File: config.mk
export PLATFORM = sky130hd
export DESIGN_NAME = display_scan
export DESIGN_NICKNAME = d
export VERILOG_FILES = /design/src/rtl/display_scan_pkg.sv /design/src/rtl/display_scan_bcd_to_seg.sv /design/src/rtl/display_scan.sv
export SDC_FILE = /design/constraint.sdc
export NUM_CORES = 1
export LEC_CHECK = 0
export ABC_AREA = 1
export CAP_MARGIN = 20
export CORE_MARGIN = 2
export CORE_UTILIZATION = 40
export DETAILED_ROUTE_END_ITERATION = 12
export PLACE_DENSITY_LB_ADDON = 0.25
export SLEW_MARGIN = 0
export SYNTH_ARGS = -nofsm -noshare
export SYNTH_HDL_FRONTEND = slang
export SYNTH_HIERARCHICAL = 1
export SYNTH_SLANG_ARGS = --single-unit
File: constraint.sdc
create_clock -name clock -period 1.8 [get_ports clock]
set_input_delay 0.36 -clock clock [delete_from_list [all_inputs] [get_ports clock]]
set_output_delay 0.36 -clock clock [all_outputs]
set_load 0.05 [all_outputs]
File: src/rtl/display_scan_pkg.sv
// Shared definitions for the HH.MM.SS multiplexed seven-segment display.
package display_pkg;

  localparam int unsigned NUM_DIGITS = 6;

  // Active-low segment patterns, bit order {g,f,e,d,c,b,a}
  localparam logic [6:0] SEG_0     = 7'h40;
  localparam logic [6:0] SEG_1     = 7'h79;
  localparam logic [6:0] SEG_2     = 7'h24;
  localparam logic [6:0] SEG_3     = 7'h30;
  localparam logic [6:0] SEG_4     = 7'h19;
  localparam logic [6:0] SEG_5     = 7'h12;
  localparam logic [6:0] SEG_6     = 7'h02;
  localparam logic [6:0] SEG_7     = 7'h78;
  localparam logic [6:0] SEG_8     = 7'h00;
  localparam logic [6:0] SEG_9     = 7'h10;
  localparam logic [6:0] SEG_DASH  = 7'h3F;
  localparam logic [6:0] SEG_BLANK = 7'h7F;

  // Digit positions; the value doubles as the anode bit number
  typedef enum logic [2:0] {
    IDX_S0 = 3'd0,
    IDX_S1 = 3'd1,
    IDX_M0 = 3'd2,
    IDX_M1 = 3'd3,
    IDX_H0 = 3'd4,
    IDX_H1 = 3'd5
  } digit_idx_e;

  function automatic digit_idx_e next_idx(input digit_idx_e cur);
    case (cur)
      IDX_S0:  return IDX_S1;
      IDX_S1:  return IDX_M0;
      IDX_M0:  return IDX_M1;
      IDX_M1:  return IDX_H0;
      IDX_H0:  return IDX_H1;
      default: return IDX_S0;
    endcase
  endfunction

endpackage

File: src/rtl/display_scan_bcd_to_seg.sv
// BCD digit to active-low seven-segment pattern; non-decimal codes show a dash.
module bcd_to_seg
  import display_pkg::*;
(
  input  logic [3:0] bcd,
  output logic [6:0] seg
);

  // Pure lookup, dash for 10..15
  always_comb begin
    seg = SEG_DASH;
    case (bcd)
      4'd0:    seg = SEG_0;
      4'd1:    seg = SEG_1;
      4'd2:    seg = SEG_2;
      4'd3:    seg = SEG_3;
      4'd4:    seg = SEG_4;
      4'd5:    seg = SEG_5;
      4'd6:    seg = SEG_6;
      4'd7:    seg = SEG_7;
      4'd8:    seg = SEG_8;
      4'd9:    seg = SEG_9;
      default: seg = SEG_DASH;
    endcase
  end

endmodule

File: src/rtl/display_scan.sv
// Six-digit multiplexed HH.MM.SS display driver with per-frame snapshot
// and alarm blink. All display outputs are registered (one cycle latency).
module display_scan
  import display_pkg::*;
#(
  parameter int unsigned SCAN_DIV  = 4,
  parameter int unsigned BLINK_DIV = 8
) (
  input  logic       clock,
  input  logic       reset,
  input  logic [1:0] H_in1,
  input  logic [2:0] H_in0,
  input  logic [3:0] M_in1,
  input  logic [3:0] M_in0,
  input  logic [3:0] S_in1,
  input  logic [3:0] S_in0,
  input  logic       Alarm,
  output logic [6:0] seg,
  output logic       dp,
  output logic [5:0] an,
  output logic [2:0] digit_sel
);

  localparam int unsigned SW = (SCAN_DIV  > 1) ? $clog2(SCAN_DIV)  : 1;
  localparam int unsigned FW = (BLINK_DIV > 1) ? $clog2(BLINK_DIV) : 1;
  localparam logic [SW-1:0] SCAN_LAST  = SW'(SCAN_DIV - 1);
  localparam logic [FW-1:0] FRAME_LAST = FW'(BLINK_DIV - 1);

  typedef enum logic {BLINK_ON, BLINK_OFF} blink_e;

  logic [SW-1:0] scan_cnt;
  digit_idx_e    idx;
  logic          fresh;
  logic [3:0]    snap [NUM_DIGITS];
  logic [FW-1:0] frame_cnt, frame_cnt_nxt;
  blink_e        blink, blink_nxt;
  logic          slot_end, frame_end;
  logic [6:0]    dec_seg, seg_nxt;
  logic [5:0]    an_nxt;
  logic          dp_nxt;

  // Slot and frame boundary strobes
  always_comb begin
    slot_end  = (scan_cnt == SCAN_LAST);
    frame_end = slot_end && (idx == IDX_H1);
  end

  // Slot timer and digit index; fresh marks the first cycle out of reset
  always_ff @(posedge clock) begin
    if (reset) begin
      scan_cnt <= '0;
      idx      <= IDX_S0;
      fresh    <= 1'b1;
    end else begin
      fresh    <= 1'b0;
      scan_cnt <= slot_end ? '0 : scan_cnt + 1'b1;
      if (slot_end) idx <= next_idx(idx);
    end
  end

  // Capture all six digits together so one frame never mixes two times
  always_ff @(posedge clock) begin
    if (reset) begin
      snap <= '{default: '0};
    end else if (fresh || frame_end) begin
      snap[IDX_S0] <= S_in0;
      snap[IDX_S1] <= S_in1;
      snap[IDX_M0] <= M_in0;
      snap[IDX_M1] <= M_in1;
      snap[IDX_H0] <= {1'b0, H_in0};
      snap[IDX_H1] <= {2'b00, H_in1};
    end
  end

  // Blink phase state register
  always_ff @(posedge clock) begin
    if (reset) begin
      blink     <= BLINK_ON;
      frame_cnt <= '0;
    end else begin
      blink     <= blink_nxt;
      frame_cnt <= frame_cnt_nxt;
    end
  end

  // Blink next state: Alarm low wins over a coincident frame wrap
  always_comb begin
    blink_nxt     = blink;
    frame_cnt_nxt = frame_cnt;
    if (!Alarm) begin
      blink_nxt     = BLINK_ON;
      frame_cnt_nxt = '0;
    end else if (frame_end) begin
      if (frame_cnt == FRAME_LAST) begin
        frame_cnt_nxt = '0;
        blink_nxt     = (blink == BLINK_ON) ? BLINK_OFF : BLINK_ON;
      end else begin
        frame_cnt_nxt = frame_cnt + 1'b1;
      end
    end
  end

  bcd_to_seg u_dec (
    .bcd (snap[idx]),
    .seg (dec_seg)
  );

  // Next display outputs; Alarm gates the OFF phase directly so that
  // dropping Alarm restores the display on the very next cycle
  always_comb begin
    an_nxt  = '1;
    seg_nxt = SEG_BLANK;
    dp_nxt  = 1'b1;
    if (blink == BLINK_ON || !Alarm) begin
      seg_nxt = dec_seg;
      dp_nxt  = !(idx == IDX_M0 || idx == IDX_H0);
      if (scan_cnt != '0 && !(idx == IDX_H1 && snap[IDX_H1] == 4'd0))
        an_nxt[idx] = 1'b0;
    end
  end

  // Output registers
  always_ff @(posedge clock) begin
    if (reset) begin
      an        <= '1;
      seg       <= SEG_BLANK;
      dp        <= 1'b1;
      digit_sel <= '0;
    end else begin
      an        <= an_nxt;
      seg       <= seg_nxt;
      dp        <= dp_nxt;
      digit_sel <= idx;
    end
  end

endmodule

==> After elaboration in Yosys (flattened, before gate mapping) <==
Memory sizes are Yosys's and may differ from the RTL's. A register that Yosys moved wholly into a read port is not among the register bits.
Cells that the tools add are included.
{ "classes": {"n_addsub": 2, "n_lt_le_gt_ge": 3, "eq_ne": 7, "muxes": 9, "bitwise": 6, "reduce_logical": 18} }
{ "ops": {"columns": ["op", "count"], "rows": [
  ["$pmux W3 S5", 1],
  ["$bmux W4 S3", 1],
  ["$eq A3 B3 Y1 const B", 3],
  ["$mux W4", 2],
  ["$eq A3 B2 Y1 const B", 2],
  ["$not A6 Y6", 1],
  ["$reduce_or A2 Y1", 3],
  ["$ge A4 B4 Y1 const B", 1],
  ["$logic_and A1 B1 Y1", 4],
  ["$logic_not A4 Y1", 1],
  ["$lt A3 B4 Y1 const B", 1],
  ["$not A1 Y1", 4],
  ["$not A3 Y4", 1],
  ["$add A3 B1 Y3 const B", 1],
  ["$demux W1 S3", 1],
  ["$eq A3 B1 Y1 const B", 1],
  ["$ge A3 B1 Y1 const B", 1],
  ["$logic_not A1 Y1", 3],
  ["$logic_not A3 Y1", 1],
  ["$logic_or A1 B1 Y1", 3],
  ["$mux W1", 3],
  ["$mux W3", 1],
  ["$reduce_or A3 Y1", 1],
  ["$add A2 B1 Y2 const B", 1],
  ["3 further kinds", 3]
]} }
{ "totals": {"register_bits": 41, "rom_bits": 112, "input_bits": 24, "out_inout_bits": 17, "wordCells": 60, "memories": 1} }
{ "mem_list": {"columns": ["memory", "depth", "width", "read_ports", "rd_clocked_by_memory_dff", "wr", "line_no", "source"], "rows": [
  ["(name not given)", 16, 7, 1, 1, 0, "display_scan_bcd_to_seg.sv:12", "case (bcd)"]
]} }

==> Depth between registers and ports, before layout <==
Gate-level depths: netlist (run 1).
{ "logic_depth": {"depth_word": 6, "mapped_depth": 13, "ltp_nobuf": 13} }

==> By module <==
Netlist (run 1), hierarchy kept.
{ "modules_own_cells": {"columns": ["module", "n_inst", "cells_per_inst", "area_per_inst_um2", "seq_area_each_um2"], "rows": [
  ["display_scan", 1, 274, 1969.4, 960.9],
  ["bcd_to_seg", 1, 35, 187.7, 0.0]
]} }

==> Worst setup path after synthesis (run 1) <==
OpenSTA, ideal clock, no wires.
{ "synth_timing": {"path_type": "register to register", "from": "register idx[1]", "to": "register seg[3]", "setup_ps": 123, "arrival_time_ps": 1798, "t_required_ps": 1677, "setup_slack_ps": -121, "path_stages_with_launch": 13, "path_buffers": 0, "synth_period_minus_slack_ps": 1921, "path_cell_list": "dfxtp_1 > inv_2 > nor2_1 > nand2_1 > nand4_1 > nand2_1 > nand2_1 > inv_1 > ha_1 > nand2_1 > nand3_1 > nand2_1 > or2_2"} }
{ "synth_via": {"elab_chain_cells": 4} }
{ "synth_lines": {"columns": ["element", "line_no", "source"], "rows": [
  ["from (decl)", "display_scan.sv:32", "digit_idx_e idx;"],
  ["from (signal assigned)", "display_scan.sv:57", "if (slot_end) idx <= next_idx(idx);"],
  ["$not A3 Y4 (implied by the code)", "display_scan.sv:104", ".bcd (snap[idx]),"],
  ["$bmux W4 S3", "display_scan.sv:104", null],
  ["$mux W4 (implied by the code) (2 in a row)", "display_scan.sv:104", null],
  ["to (decl)", "display_scan.sv:18", "output logic [6:0] seg,"]
]} }
No other way between the ends. The select of a mux whose other input is x is not followed.
A chain may end at the register's enable or synchronous reset.

==> Worst setup path in the final report (run 1) <==
{ "layout_timing": {"from": "register idx[1]", "to": "register seg[0]"} }
Same word-level chain as after synthesis.

==> results.cfg, run 1 <==
[sta]
finalHoldViolations = 0
period_minus_slack_ps = 1760
fmax_ghz = 0.569
relSlewSlack_pct = 66.1
skew_ps = 10.6
rsz0062_at_grt = yes
setup_viol_count_final = 0
tns_ps = 0
max_slew.worst_pin.slew_ps = 508
slew_violations = 0
post-route-period-util_pct = 97.7

[yosys]
synth_mux_area_share_pct = 0
synth_top_area_share_pct = 44.5
syn-cell-area_um2 = 2160
seq_area_frac_synth_pct = 44.5
synth_adder_area_share_pct = 5.22
yosys.area_share.xor_xnor_pct = 0
synth_compound_area_share_pct = 3.19
yosysTopAreaCell = dfxtp_1
yosys.area_share.simple_pct = 37.3
synth_cell_types = 21
ys_seq_elements = 48
syn_avg_cell_area_um2 = 6.98
yosys_warnings = 6
synth_top_family_by_area = simple AND/OR/NAND/NOR gates
synth_cells = 309
syn-num-nets = 342
synth_area_leaders = dfxtp_1 (45%), nand2_1 (12%), nor2_1 (11%)

[worst_setup_path]
cp.required_ps = 1980
cp.arrival_ps = 1940
critPathKind = register to register
crit_path_frequent_cell = nand2_1
cp_slowest_stage_delay_ps = 400
critPathMaxFanout = 7
slowest_stage = dfxtp_4
cp_cell_sequence = inv_6 > nor2_4 > nand2_1 > nand4_1 > nand2_1 > nand2_2 > inv_4 > ha_2 > inv_1 > nand2_1 > nand3_2 > nand2_1 > or2_2
crit_family = simple AND/OR/NAND/NOR gates
worst_setup_path_end_kind = register
start_kind = register
critPathBufInv = 3

[finish]
diodes = 0
mostFrequentLayoutCells = nand2_1 (64), nor2_1 (57), dfxtp_1 (46), nand3_1 (35), inv_1 (34)
stdcell_area_um2 = 2990
multi_input_area_um2 = 1110
drive_above_1_share_pct = 23.6
area_growth_pct = 38.4
layout_commonest_cell = nand2_1
fillCellCount = 482
nNetsFinal = 401
register_area_um2 = 968

[routing]
ant_nets = 0
dr.pass1.iters = 4
wl_per_cell_um = 10.9
drc = 0
route.vias.total = 2025
vias_per_cell = 4.61
wirelength_um = 4790
drt_iter0_markers = 178

[clocking]
clk_pin_slew_worst_paths_ps = 80
cts_num_sinks = 48
cts_hold_buf = 0
root_buffer = clkbuf_8
cts_buffers = 5
cts_tree = done
clkLatencyLatePin_ps = 300
h-tree-depth = 2
cts_max_path_buffers = 2

[floorplan]
start_util_pct = 42.0
core-area_um2 = 5140
die_h_um = 77.4
die_w_um = 77.4
io_pins = 41
std_cell_rows = 26
die_area_um2 = 6000

[job]
maxCapViolCount = 0

[pwr]
clock_power_share_pct = 31.1
power_density_nw_per_um2 = 810
power_frac_seq_pct = 48.0
p_leak_nw = 1.39
p_int_w = 0.00176
p_sw_share_pct = 27.4
ir_drop_uv = 391
p_switching_w = 0.000662
power.share.combinational_pct = 20.9
power_w = 0.00242

[status]
status = complete, no violations

[global_routing]
globalRouteTotalUtil_pct = 16.2
gr-max-usage-layer = met2
grt.overflow.total = 0
grt_use_met1_pct = 21.3
use_met2_pct = 25.9
grt_util_met3_pct = 4.42
grt_pass1_wl_um = 7880
grt_pass1_vias = 1791
antenna_found_initial = 0
grt_start_max_net_pins = 25

[placed_design]
hpwlAfterDp_um = 3320
gp_congestion = 0.906
place_area_um2 = 2710
port-buffer-count = 40

[min_path]
hold_class = register to register
[worst paths after layout]
| path | start | end | slack [ps] | depth (start not counted) |
|---|---|---|---|---|
| setup / recovery | idx[1] | seg[0] | 40 | 13 |
| hold reg to reg | frame_cnt[2] | frame_cnt[2] | 470 | 2 |
| hold / removal | frame_cnt[2] | frame_cnt[2] | 470 | 2 |
| setup reg to reg | idx[1] | seg[0] | 40 | 13 |
[worst min-delay path, stage by stage (launching register included)]
cell and delay [ps]:
dfxtp_1 320, nand2_1 60, a21oi_1 50
[stage by stage]
step	hold slack, ps	instances	util (%)	setup WS (ps)
after CTS	459	438	55.5	-2.27
after detailed placement	439	429	52.7	-70.4
after floorplan	388	309	-	0.953
final	474	439	58.1	41.8
after global routing	512	439	58.1	-63.2
after global placement	431	429	52.7	-26.0
[state kept, by name, summed over array words and instances (netlist names)]
name and flops:
dp 1, blink 1, frame_cnt 3, an 6
fresh 1, seg 7, idx 3, snap 21
scan_cnt 2, digit_sel 3
[per-layer routing]
metal  wire length [um]  up-vias
li1                   -     1068
met1               2180      882
met2               2240       65
met3                271       10
met4                106        0
met5                  0        -
[cells in the mapped netlist (all sizes together)]
| cell type | number |
|---|---|
| a21oi | 7 |
| buf | 6 |
| clkbuf | 3 |
| clkinv | 1 |
| dfxtp | 48 |
| ha | 9 |
| inv | 43 |
| nand2 | 72 |
| nand3 | 41 |
| nand4 | 5 |
| nor2 | 61 |
| o21ai | 4 |
| o21bai | 1 |
| o22ai | 1 |
| or2 | 7 |
[logic make-up after synthesis]
family | count (synthesis)
flops | 48
simple gates | 186
compound gates | 13
buf+inv | 53
fa+ha+maj | 9
[power by group through the flow]
stage / registers, W / logic (W) / clock network, W
after floorplan: 0.00126 / 0.000204 / 0
final: 0.00116 / 0.000506 / 0.000752
after global placement: 0.00118 / 0.000440 / 0
after detailed placement: 0.00119 / 0.000443 / 0
after CTS: 0.00116 / 0.000453 / 0.000763
after global routing: 0.00117 / 0.000561 / 0.000825
[timing repair]
item | in CTS | in global routing
buffers inserted | 1 | 1
gates resized for setup | 12 | 34
endpoints found under the setup margin | 5 | 7
pin swaps | 0 | 11
[area by class of cell]
cell class	count	share of cell area (%)
clock inverter	2	1.17
multi-input combinational	208	37.1
inverter	44	5.95
sequential	48	32.4
clock buffer	6	2.43
timing repair buffer	61	17.9
tap	70	2.93
Note: power is estimated with default switching activity, not from simulation.
==> run 2, diff against run 1 <==
--- a/config.mk
+++ b/config.mk
@@ -8,8 +8,9 @@
 export ABC_AREA = 1
 export CAP_MARGIN = 20
 export CORE_MARGIN = 2
-export CORE_UTILIZATION = 40
+export CORE_UTILIZATION = 46
 export DETAILED_ROUTE_END_ITERATION = 12
+export HOLD_SLACK_MARGIN = 0.02
 export PLACE_DENSITY_LB_ADDON = 0.25
 export SLEW_MARGIN = 0
 export SYNTH_ARGS = -nofsm -noshare
==> run 2 against run 1 <==
The flow now finishes with violations (negative setup slack). Non-clock buffer count grew 5. Clock power fell by 12%. Total power fell by 2.4%. Utilization grew 10 points. Register-to-register slack worse by 80 ps. Critical path depth down 3. Clock-buffer cell count is 1 higher. Largest power group unchanged.
==> results.cfg, run 2 (synthesis gave the netlist of run 1 again) <==
[status]
status = finished, violations left
violations = negative setup slack

[floorplan]
core-area_um2 = 4440
start_util_pct = 48.5
die_w_um = 72.5
die_area_um2 = 5250
io_pins = 41
die_h_um = 72.5
std_cell_rows = 24

[sta]
rsz0062_at_grt = yes
slew_violations = 0
post-route-period-util_pct = 102
setup_viol_count_final = 1
relSlewSlack_pct = 66.6
fin_ws_ps = -35.2
period_minus_slack_ps = 1840
fmax_ghz = 0.545
finalHoldViolations = 0
max_slew.worst_pin.slew_ps = 501
skew_ps = 5.71

[routing]
met1_length_um = 2270
route.vias.total = 2030
met2_length_um = 2360
ant_nets = 0
drt_iter0_markers = 105
top_layer_used = met4
wl_met3_um = 244
drc = 0
vias_per_cell = 4.77
wl_per_cell_um = 11.8
dr.pass1.iters = 4
wirelength_um = 5020

[finish]
top_register = snap
layout_commonest_cell = nand2_1
final_util_pct = 68.3
largest_register_ffs = 21
area_growth_pct = 40.7
mostFrequentLayoutCells = nand2_1 (62), nor2_1 (58), dfxtp_1 (46), nand3_1 (35), buf_4 (34)
fillCellCount = 354
nNetsFinal = 406
drive_above_1_share_pct = 24.3
diodes = 0
top_regs = snap x21, seg x7, an x6
stdcell_area_um2 = 3040
final_cells = 426

[job]
maxCapViolCount = 0

[worst_setup_path]
cp.required_ps = 2000
r2r_cells = 10
cp_slowest_stage_delay_ps = 410
regToRegStartpoint = idx[0]
cp_cell_sequence = buf_6 > buf_4 > nand3_1 > nand2_1 > nor2_1 > nor2_2 > inv_2 > nand3_1 > nand2_1 > or2_2
worst_r2r_endpoint = seg[4]
cp-startpoint = idx[0]
critPathMaxFanout = 6
critPathKind = register to register
cp.arrival_ps = 2030
ff2ff_setup_slack_ps = -40
worstSetupEndpoint = seg[4]
slowest_stage = dfxtp_4
worst_setup_path_end_kind = register
start_kind = register

[placed_design]
port-buffer-count = 40
place_inst = 411
preCtsSetupSlack_ps = -113
hpwlAfterDp_um = 3290
gp_congestion = 0.964
place_area_um2 = 2710

[min_path]
hold_class = register to register

[pwr]
power_w = 0.00236
ir_drop_uv = 469
power_density_nw_per_um2 = 778
p_leak_nw = 1.41

[global_routing]
grt_start_max_net_pins = 26
globalRouteTotalUtil_pct = 18.8
grt.overflow.total = 0
antenna_found_initial = 0
grt_pass1_vias = 1794
grt_pass1_wl_um = 7620

[clocking]
cts_max_path_buffers = 2
cts_tree = done
clkLatencyLatePin_ps = 300
h-tree-depth = 2
cts_num_sinks = 48
root_buffer = clkbuf_8
clk_pin_slew_worst_paths_ps = 80
cts_buffers = 5
==> run 2: cell count changes in the layout (fill, tap and decap cells not counted), sizes merged <==
| cell | delta |
|---|---|
| clkbuf | +1 |
| clkinv | -1 |
| buf | +2 |
| dlymetal6s2s | +1 |
| bufinv | -1 |
| clkinvlp | +1 |
| clkdlybuf4s50 | +2 |
==> run 2: critical path: cells and delay by family, from the launching register on <==
kind / cells / cell delay (ps)
AND/OR/NAND/NOR: 7 / 950
buffers and inverters: 3 / 370
flip-flops: 1 / 410
==> run 2: per-stage QoR <==
| step | hold WS, ps | TNS (ps) |
|---|---|---|
| 6_report | 481 | -35.2 |
| 5_1_grt | 487 | -344 |
| 4_1_cts | 475 | -2.65 |
| 3_5_place_dp | 460 | -318 |
| 3_3_place_gp | 427 | -33.0 |
| 2_1_floorplan | 388 | 0 |
==> run 2: per-layer routing <==
metal	vias to the layer above	GRT usage, %
li1	1077	-
met1	874	22.3
met2	62	32.0
met3	17	5.69
met4	0	6.79
met5	-	0
==> run 2: layout make-up <==
cell class	instances	area (um^2)	share of cell area [%]
multi-input combinational	208	1140	37.5
sequential	48	968	31.9
timing repair buffer	66	596	19.6
inverter	44	175	5.77
clock buffer	7	86.3	2.84
tap	52	65.1	2.14
clock inverter	1	7.51	0.247
==> run 2: how the worst min path moves through the flow <==
stage / cells past startpoint / slack, ps / end / from
3_5_place_dp: 1 / 460 / scan_cnt[0] / scan_cnt[0]
6_report: 1 / 480 / scan_cnt[0] / scan_cnt[0]
2_1_floorplan: 0 / 390 / fresh / reset
5_1_grt: 1 / 490 / scan_cnt[0] / scan_cnt[0]
4_1_cts: 1 / 480 / scan_cnt[0] / scan_cnt[0]
3_3_place_gp: 1 / 430 / scan_cnt[0] / scan_cnt[0]
==> run 2: report_power, final <==
group          internal, W  total, W  switching (W)
clock             0.000312  0.000660       0.000348
combinational     0.000235  0.000543       0.000307
sequential         0.00113   0.00116      0.0000325
total              0.00167   0.00236       0.000688
==> run 2: what timing repair did <==
action	in CTS	in global routing
endpoints found under the hold margin	0	0
cloned	0	0
pin swaps	1	17
setup endpoints to repair	7	9
hold buffers	0	0
resized for setup	8	45
buffers inserted	0	7
==> run 3, diff against run 2 <==
--- a/config.mk
+++ b/config.mk
@@ -6,7 +6,6 @@
 export NUM_CORES = 1
 export LEC_CHECK = 0
 export ABC_AREA = 1
-export CAP_MARGIN = 20
 export CORE_MARGIN = 2
 export CORE_UTILIZATION = 46
 export DETAILED_ROUTE_END_ITERATION = 12
==> results of run 3 <==
Same layout as run 2: the final DEF is identical, and so are final timing and power.
